==> src/rtl/nand_dqs_burst_gen.sv <==
// Framed DQ/DQS burst source: preamble, L strobed beats, postamble, optional gap and repeat.
// Define NAND_BURST_LFSR_EN to build the 16-bit LFSR pattern for mode 2 (otherwise mode 2 = increment).
module nand_dqs_burst_gen #(
    parameter int DQ_W      = 8,
    parameter int MAX_BURST = 16,
    parameter int PRE_CYC   = 1,
    parameter int GAP_W     = 8,
    localparam int LW       = $clog2(MAX_BURST + 1)
) (
    input  logic            CLK,
    input  logic            RST_N,
    input  logic            start,
    input  logic            stop,
    input  logic [LW-1:0]   burst_len,
    input  logic [GAP_W-1:0] gap_cycles,
    input  logic [1:0]      mode,
    input  logic [DQ_W-1:0] seed,
    input  logic            repeat_mode,
    output logic [DQ_W-1:0] dq_out,
    output logic            dqs_out,
    output logic            oe,
    output logic            busy,
    output logic            done,
    output logic            reject,
    output logic [LW-1:0]   beat_cnt
);

    localparam int PC_W = $clog2(PRE_CYC + 1);

    typedef enum logic [2:0] {IDLE, PRE, BURST, POST, GAP} state_t;

    state_t             state;
    logic [LW-1:0]      cfg_len;
    logic [GAP_W-1:0]   cfg_gap;
    logic [1:0]         cfg_mode;
    logic [DQ_W-1:0]    cfg_seed;
    logic               cfg_rep;
    logic               stop_flag;
    logic [LW-1:0]      k;
    logic [PC_W-1:0]    pre_cnt;
    logic [GAP_W-1:0]   gap_cnt;
    logic               stop_pending;

    assign stop_pending = stop_flag | stop;

`ifdef NAND_BURST_LFSR_EN
    logic [15:0] lfsr;

    function automatic logic [15:0] lfsr_step(input logic [15:0] v);
        return {v[14:0], v[15] ^ v[13] ^ v[12] ^ v[10]};
    endfunction

    // A zero load would lock the LFSR, so it is forced to 1.
    function automatic logic [15:0] lfsr_load(input logic [DQ_W-1:0] s);
        logic [15:0] v;
        v = 16'({s, s});
        return (v == 16'h0) ? 16'h0001 : v;
    endfunction
`endif

    function automatic logic [DQ_W-1:0] pattern(input logic [LW-1:0] idx);
        logic [31:0] seq;
        int          sh;
        seq = 32'hDEAD_BEEF;
        sh  = (DQ_W == 8) ? 24 - 8 * int'(idx[1:0]) : 16 - 16 * int'(idx[0]);
        case (cfg_mode)
            2'd1:    pattern = cfg_seed;
`ifdef NAND_BURST_LFSR_EN
            2'd2:    pattern = lfsr[DQ_W-1:0];
`endif
            2'd3:    pattern = DQ_W'(seq >> sh);
            default: pattern = cfg_seed + DQ_W'(idx);
        endcase
    endfunction

    always_ff @(posedge CLK or negedge RST_N) begin
        if (!RST_N) begin
            state     <= IDLE;
            cfg_len   <= '0;
            cfg_gap   <= '0;
            cfg_mode  <= '0;
            cfg_seed  <= '0;
            cfg_rep   <= 1'b0;
            stop_flag <= 1'b0;
            k         <= '0;
            pre_cnt   <= '0;
            gap_cnt   <= '0;
            dq_out    <= '0;
            dqs_out   <= 1'b0;
            oe        <= 1'b0;
            busy      <= 1'b0;
            done      <= 1'b0;
            reject    <= 1'b0;
            beat_cnt  <= '0;
`ifdef NAND_BURST_LFSR_EN
            lfsr      <= 16'h0001;
`endif
        end else begin
            done     <= 1'b0;
            reject   <= 1'b0;
            dq_out   <= '0;
            dqs_out  <= 1'b0;
            beat_cnt <= '0;
            if (state != IDLE && start) reject <= 1'b1;
            if (state != IDLE && stop && cfg_rep) stop_flag <= 1'b1;
            case (state)
                IDLE: begin
                    stop_flag <= 1'b0;
                    if (start) begin
                        if (burst_len == '0) begin
                            reject <= 1'b1;
                        end else begin
                            cfg_len  <= (burst_len > LW'(MAX_BURST)) ? LW'(MAX_BURST) : burst_len;
                            cfg_gap  <= gap_cycles;
                            cfg_mode <= mode;
                            cfg_seed <= seed;
                            cfg_rep  <= repeat_mode;
                            pre_cnt  <= '0;
                            oe       <= 1'b1;
                            busy     <= 1'b1;
                            state    <= PRE;
`ifdef NAND_BURST_LFSR_EN
                            lfsr     <= lfsr_load(seed);
`endif
                        end
                    end
                end
                PRE: begin
                    if (pre_cnt == PC_W'(PRE_CYC - 1)) begin
                        state   <= BURST;
                        k       <= '0;
                        dq_out  <= pattern('0);
                        dqs_out <= 1'b1;
`ifdef NAND_BURST_LFSR_EN
                        lfsr    <= lfsr_step(lfsr);
`endif
                    end else begin
                        pre_cnt <= pre_cnt + 1'b1;
                    end
                end
                BURST: begin
                    if (k == cfg_len - 1'b1) begin
                        state <= POST;
                    end else begin
                        // Next beat index is k+1, whose strobe phase equals k[0].
                        k        <= k + 1'b1;
                        dq_out   <= pattern(LW'(k + 1'b1));
                        dqs_out  <= k[0];
                        beat_cnt <= k + 1'b1;
`ifdef NAND_BURST_LFSR_EN
                        lfsr     <= lfsr_step(lfsr);
`endif
                    end
                end
                POST: begin
                    if (cfg_rep && !stop_pending) begin
                        if (cfg_gap != '0) begin
                            state   <= GAP;
                            gap_cnt <= '0;
                            oe      <= 1'b0;
                        end else begin
                            state   <= PRE;
                            pre_cnt <= '0;
`ifdef NAND_BURST_LFSR_EN
                            lfsr    <= lfsr_load(cfg_seed);
`endif
                        end
                    end else begin
                        state <= IDLE;
                        done  <= 1'b1;
                        oe    <= 1'b0;
                        busy  <= 1'b0;
                    end
                end
                GAP: begin
                    if (stop_pending) begin
                        state <= IDLE;
                        done  <= 1'b1;
                        busy  <= 1'b0;
                    end else if (gap_cnt == cfg_gap - 1'b1) begin
                        state   <= PRE;
                        pre_cnt <= '0;
                        oe      <= 1'b1;
`ifdef NAND_BURST_LFSR_EN
                        lfsr    <= lfsr_load(cfg_seed);
`endif
                    end else begin
                        gap_cnt <= gap_cnt + 1'b1;
                    end
                end
                default: state <= IDLE;
            endcase
        end
    end

endmodule

==> config.mk <==
export PLATFORM = sky130hd
export DESIGN_NAME = nand_dqs_burst_gen
export DESIGN_NICKNAME = d
export VERILOG_FILES = /design/src/rtl/nand_dqs_burst_gen.sv
export SDC_FILE = /design/constraint.sdc
export NUM_CORES = 1
export LEC_CHECK = 0
export ABC_CLOCK_PERIOD_IN_PS = 6450
export CAP_MARGIN = 15
export CORE_MARGIN = 2
export CORE_UTILIZATION = 47
export DETAILED_ROUTE_END_ITERATION = 8
export PLACE_DENSITY = 0.7
export SYNTH_ARGS = -nofsm -noshare
export SYNTH_HDL_FRONTEND = slang
export SYNTH_SLANG_ARGS = --single-unit
export TNS_END_PERCENT = 10
==> constraint.sdc <==
create_clock -name CLK -period 6.45 [get_ports CLK]
set_input_delay 1.29 -clock CLK [delete_from_list [all_inputs] [get_ports CLK]]
set_output_delay 1.29 -clock CLK [all_outputs]
set_load 0.01 [all_outputs]
Yosys cells after proc, flatten, opt, wreduce, memory -nomap -nowiden
Index checks and enable logic that the tools add are counted.

operators by class
  shift operators = 1
  reduce and logical (&&, ||, !) cells = 21
  add/subtract/negate cells = 7
  bitwise logic cells = 2
  equality and inequality tests = 23
  mux-type cells = 55
  magnitude comparators = 1

operator list
  cell                     number
  $mux W8                  7
  $pmux W8 S2              3
  $shr A32 B32 Y8 const A  1
  $ne A2 B2 Y1 const B     13
  $mux W1                  25
  $mux W5                  5
  $mux W3                  8
  $pmux W3 S5              1
  $reduce_and A5 Y1        3
  $pmux W5 S2              1
  $add A8 B1 Y8 const B    1
  $add A8 B5 Y8            1
  $eq A8 B8 Y1             1
  $reduce_bool A8 Y1       1
  $sub A8 B1 Y8 const B    1
  $reduce_and A7 Y1        1
  $eq A3 B2 Y1 const B     2
  $ne A3 B3 Y1 const B     2
  $pmux W1 S3              2
  $reduce_and A3 Y1        2
  $reduce_and A6 Y1        1
  $reduce_bool A2 Y1       3
  $reduce_bool A3 Y1       2
  $sub A5 B5 Y6 const A    1
  18 further kinds         22

word-level totals
  output and inout bits = 18
  register bits after elaboration = 60

Logic depth before layout (Yosys ltp)
  depth in word-level cells = 6
  mapped depth = 11

Worst setup path before layout
No wires, ideal clock.

  path kind = input to register
  start = input burst_len[4]
  end = register cfg_gap[6]
  cell stages on the path = 6
  arrival = 2.628 ns
  path buffers = 2
  setup slack = 3.698 ns
  cell sequence = nor3_1 > nand2_1 > nand3_1 > clkbuf_1 > clkbuf_1 > mux2_2

on the way
  longest elaborated chain between the ends = 3

RTL lines
  what                                line  text
  start: declaration                  14    input logic [LW-1:0] burst_len,
  $logic_not A5 Y1                    110   if (burst_len == '0) begin
  $not A1 Y1 (no source line)         -
  $reduce_and A3 Y1 (no source line)  -
  end signal: assignment              114   cfg_gap <= gap_cycles;
  end: declaration                    34    logic [GAP_W-1:0] cfg_gap;

No other way between the ends.
A chain may end at the register's enable or synchronous reset.

Worst setup path after layout
  start = input burst_len[4]
  end = register cfg_gap[5]

Same word-level chain as after synthesis.

==> metrics.txt <==
vias in the first global route=2,445; # rows=30; CP Data Required Time=~6.7 ns; max frequency=between 300 and 400 MHz; Vias/cell=5.33; first-pass GRT wire length=~12 mm; slowest CP cell=clkdlybuf4s50_1; CTS-repair resized insts=0; DIE AREA=0.00768 mm^2; pre-CTS WS=approximately 3.1 ns; setup TNS=0 ns; multiplexer share of the synthesized area=7.16%; # fillers=between 600 and 700; beginning of the worst hold path=busy; area added between synthesis and finish=23.4%; critical path cell sequence=clkdlybuf4s50_1, nor3_1, nand2_1, nand3_1, buf_4, mux2_2; Congestion Overflow GR=0; core area=0.00679 mm^2; HPWL Detailed=5.10 mm; Ys Warns=0; crit share post-route=a little under half; Port-buffer cells=between 40 and 50; Final setup viols=0; kind of critical path=primary input to register; most common cell after layout, fill and taps aside=dfrtp_1; Die H=between 80 and 90 um; CP peak stage delay=0.47 ns; IO Pins=46; cell area after layout=a little over 0.004 mm^2; sequential power share=between 30% and 40%; post-layout util=roughly three fifths; MaxCap Viol Count=0; Synth Flop Type=dfrtp_1; Skew-Pair Late Insertion Delay=~0.34 ns; mapped cell area=between 0.003 and 0.004 mm^2; Pint=~1.2 mW; leak pwr=~1.8 nW; DRT iter0 DRCs=approximately 180; Worst Hold Class=register to register; switching power=around 0.76 mW; switch share=about two fifths; drt first pass iters=4; Syn Inst Count=about 320; FF-to-FF Start=cfg_gap[0]; antenna-violating nets left=0; clk buf depth=2; Seq/Total Area, Yosys=approximately 45%; worst-path maximum fanout=22; #FFs+latches synth=between 50 and 60; Slew @ Worst Pin=0.960 ns; peak supply drop=approximately 0.25 mV; Fin Hold WS=0.515 ns; area leader, netlist=dfrtp_1; RSZ-0062 raised after global routing=no; Worst path top cell family by delay=buffers and inverters; CP Buf/Inv Count=2; via count=2,505; final cell count without fillers=470; Sink Count=59; Post-synth EDFFs=0; crit end category=register; syn avg cell area=10.2 um^2; most frequent cells in the layout=dfrtp_1, clkdlybuf4s50_1, o21ai_0; final setup margin=3.46 ns; crit path from=burst_len[4]; CTS H-tree lvls=3; DRC Markers=0; largest net degree at the start of global routing=60; startpoint types=primary input; total inserted antenna cells=0; post-synthesis compound-gate area fraction=between 10 and 15%; Syn Nets=366; setup bufs post-CTS=0; dpl cell area=between 0.003 and 0.004 mm^2; Post-Synth Adder-Cell Area=approximately 6%; clock share of power=about a fifth; hold buffer count at CTS=0; Worst Clk Skew=between 0.003 and 0.004 ns; Inserted Clock Buffers=9; clock slew at reported path FFs=0.06 ns; Synth area leaders=dfrtp_1, mux2_2, ha_1; gp weighted congestion=just over 0.8; Synth top area share=between 40% and 50%; ys async rst share=100%; Cell variety after synth=54; simple-gate share of the synthesized area=17.7%; layout cells sized above 1=between 10% and 20%; Initial Utilization=around half; Combinational Power Share=44.6%; WL final=~7 mm; Slew Viols, Final=0; initial antenna violation count=0; min cycle time layout=about 3 ns; post-placement cell count=between 400 and 500; total power=1.98 mW; final hold vios=0; largest family of logic cells by synthesized area=simple AND/OR/NAND/NOR gates; Crit path arrival time=roughly 3.2 ns; CTS root buf=clkbuf_8; gr usage total=between 10% and 20%; P per Cell Area=slightly below 500 mW/mm^2; routed length per instance=~15 um; DIE WIDTH=87.6 um; TritonCTS clock tree=yes; # nets final=~410; post-synthesis xor/xnor area fraction=6.59%; outcome=finished clean; Rel. slew slack=around a third
[worst reg2reg max path: cells and delay by family, from the launching register on]
kind / cells / cell delay [ns]
AOI/OAI and AO/OA: 3 / 1.37
and+or+nand+nor: 3 / 0.63
DFF: 1 / 0.44
adders and majority gates: 1 / 0.23
buffers and inverters: 1 / 0.12
[registers in the layout, summed over array words and instances, names as in the netlist]
name	cells
cfg_gap	8
cfg_seed	8
dq_out	8
gap_cnt	8
beat_cnt	5
cfg_len	5
k	5
state	3
cfg_mode	2
busy	1
cfg_rep	1
done	1
dqs_out	1
oe	1
reject	1
stop_flag	1
[kinds of logic (layout without fill, tap and decap cells)]
logic type | after synthesis | in the layout
and+or+nand+nor | 106 | 106
AOI/OAI and AO/OA | 74 | 74
DFF | 59 | 59
buffers and inverters | 25 | 76
xor gates and xnor gates | 23 | 23
muxes | 21 | 21
adders and majority gates | 15 | 15
[power groups by stage]
stage	registers [mW]	clock network (mW)	logic, mW
after CTS	0.685	0.418	0.892
after global placement	0.686	0	0.858
after floorplan	0.632	0	0.679
final	0.688	0.410	0.884
after detailed placement	0.690	0	0.886
after global routing	0.711	0.434	0.992
[layer usage]
| layer | global-route usage [%] | routed length [um] |
|---|---|---|
| met1 | 27.2 | 3350 |
| met2 | 30.8 | 3310 |
| met3 | 3.96 | 231 |
| met4 | 8.67 | 137 |
| met5 | 0 | 0 |
[worst paths after layout]
kind	endpoint	slack, ns	depth (start not counted)
max	cfg_gap[5]	3.46	6
min	busy	0.52	2
max reg2reg	gap_cnt[7]	3.54	8
min reg2reg	busy	0.52	2
max in group asynchronous	cfg_rep	4.86	2
min in group asynchronous	dq_out[6]	1.10	2
[area by class of cell]
cell class                      instances  area [um^2]  area share (%)
Sequential cell                        59         1480            36.4
Tap cell                               96          120            2.96
Inverter                               12         45.0            1.11
Clock buffer                           11          141            3.48
Multi-Input combinational cell        239         1710            42.1
Clock inverter                          5          100            2.47
Timing Repair Buffer                   48          468            11.5
[Yosys cell counts, types with 3 or more instances]
| library cell | count |
|---|---|
| a21o_1 | 7 |
| a21oi_1 | 15 |
| clkbuf_1 | 10 |
| dfrtp_1 | 59 |
| ha_1 | 14 |
| inv_1 | 12 |
| mux2_2 | 20 |
| nand2_1 | 20 |
| nand2b_1 | 9 |
| nand3_1 | 12 |
| nand3b_1 | 3 |
| nor2_1 | 21 |
| nor2b_1 | 6 |
| nor3_1 | 8 |
| nor3b_1 | 4 |
| o21ai_0 | 23 |
| o21ai_1 | 4 |
| o31a_1 | 3 |
| or3_1 | 4 |
| xnor2_1 | 12 |
| xor2_1 | 9 |
(Power assumes the default switching activity.)
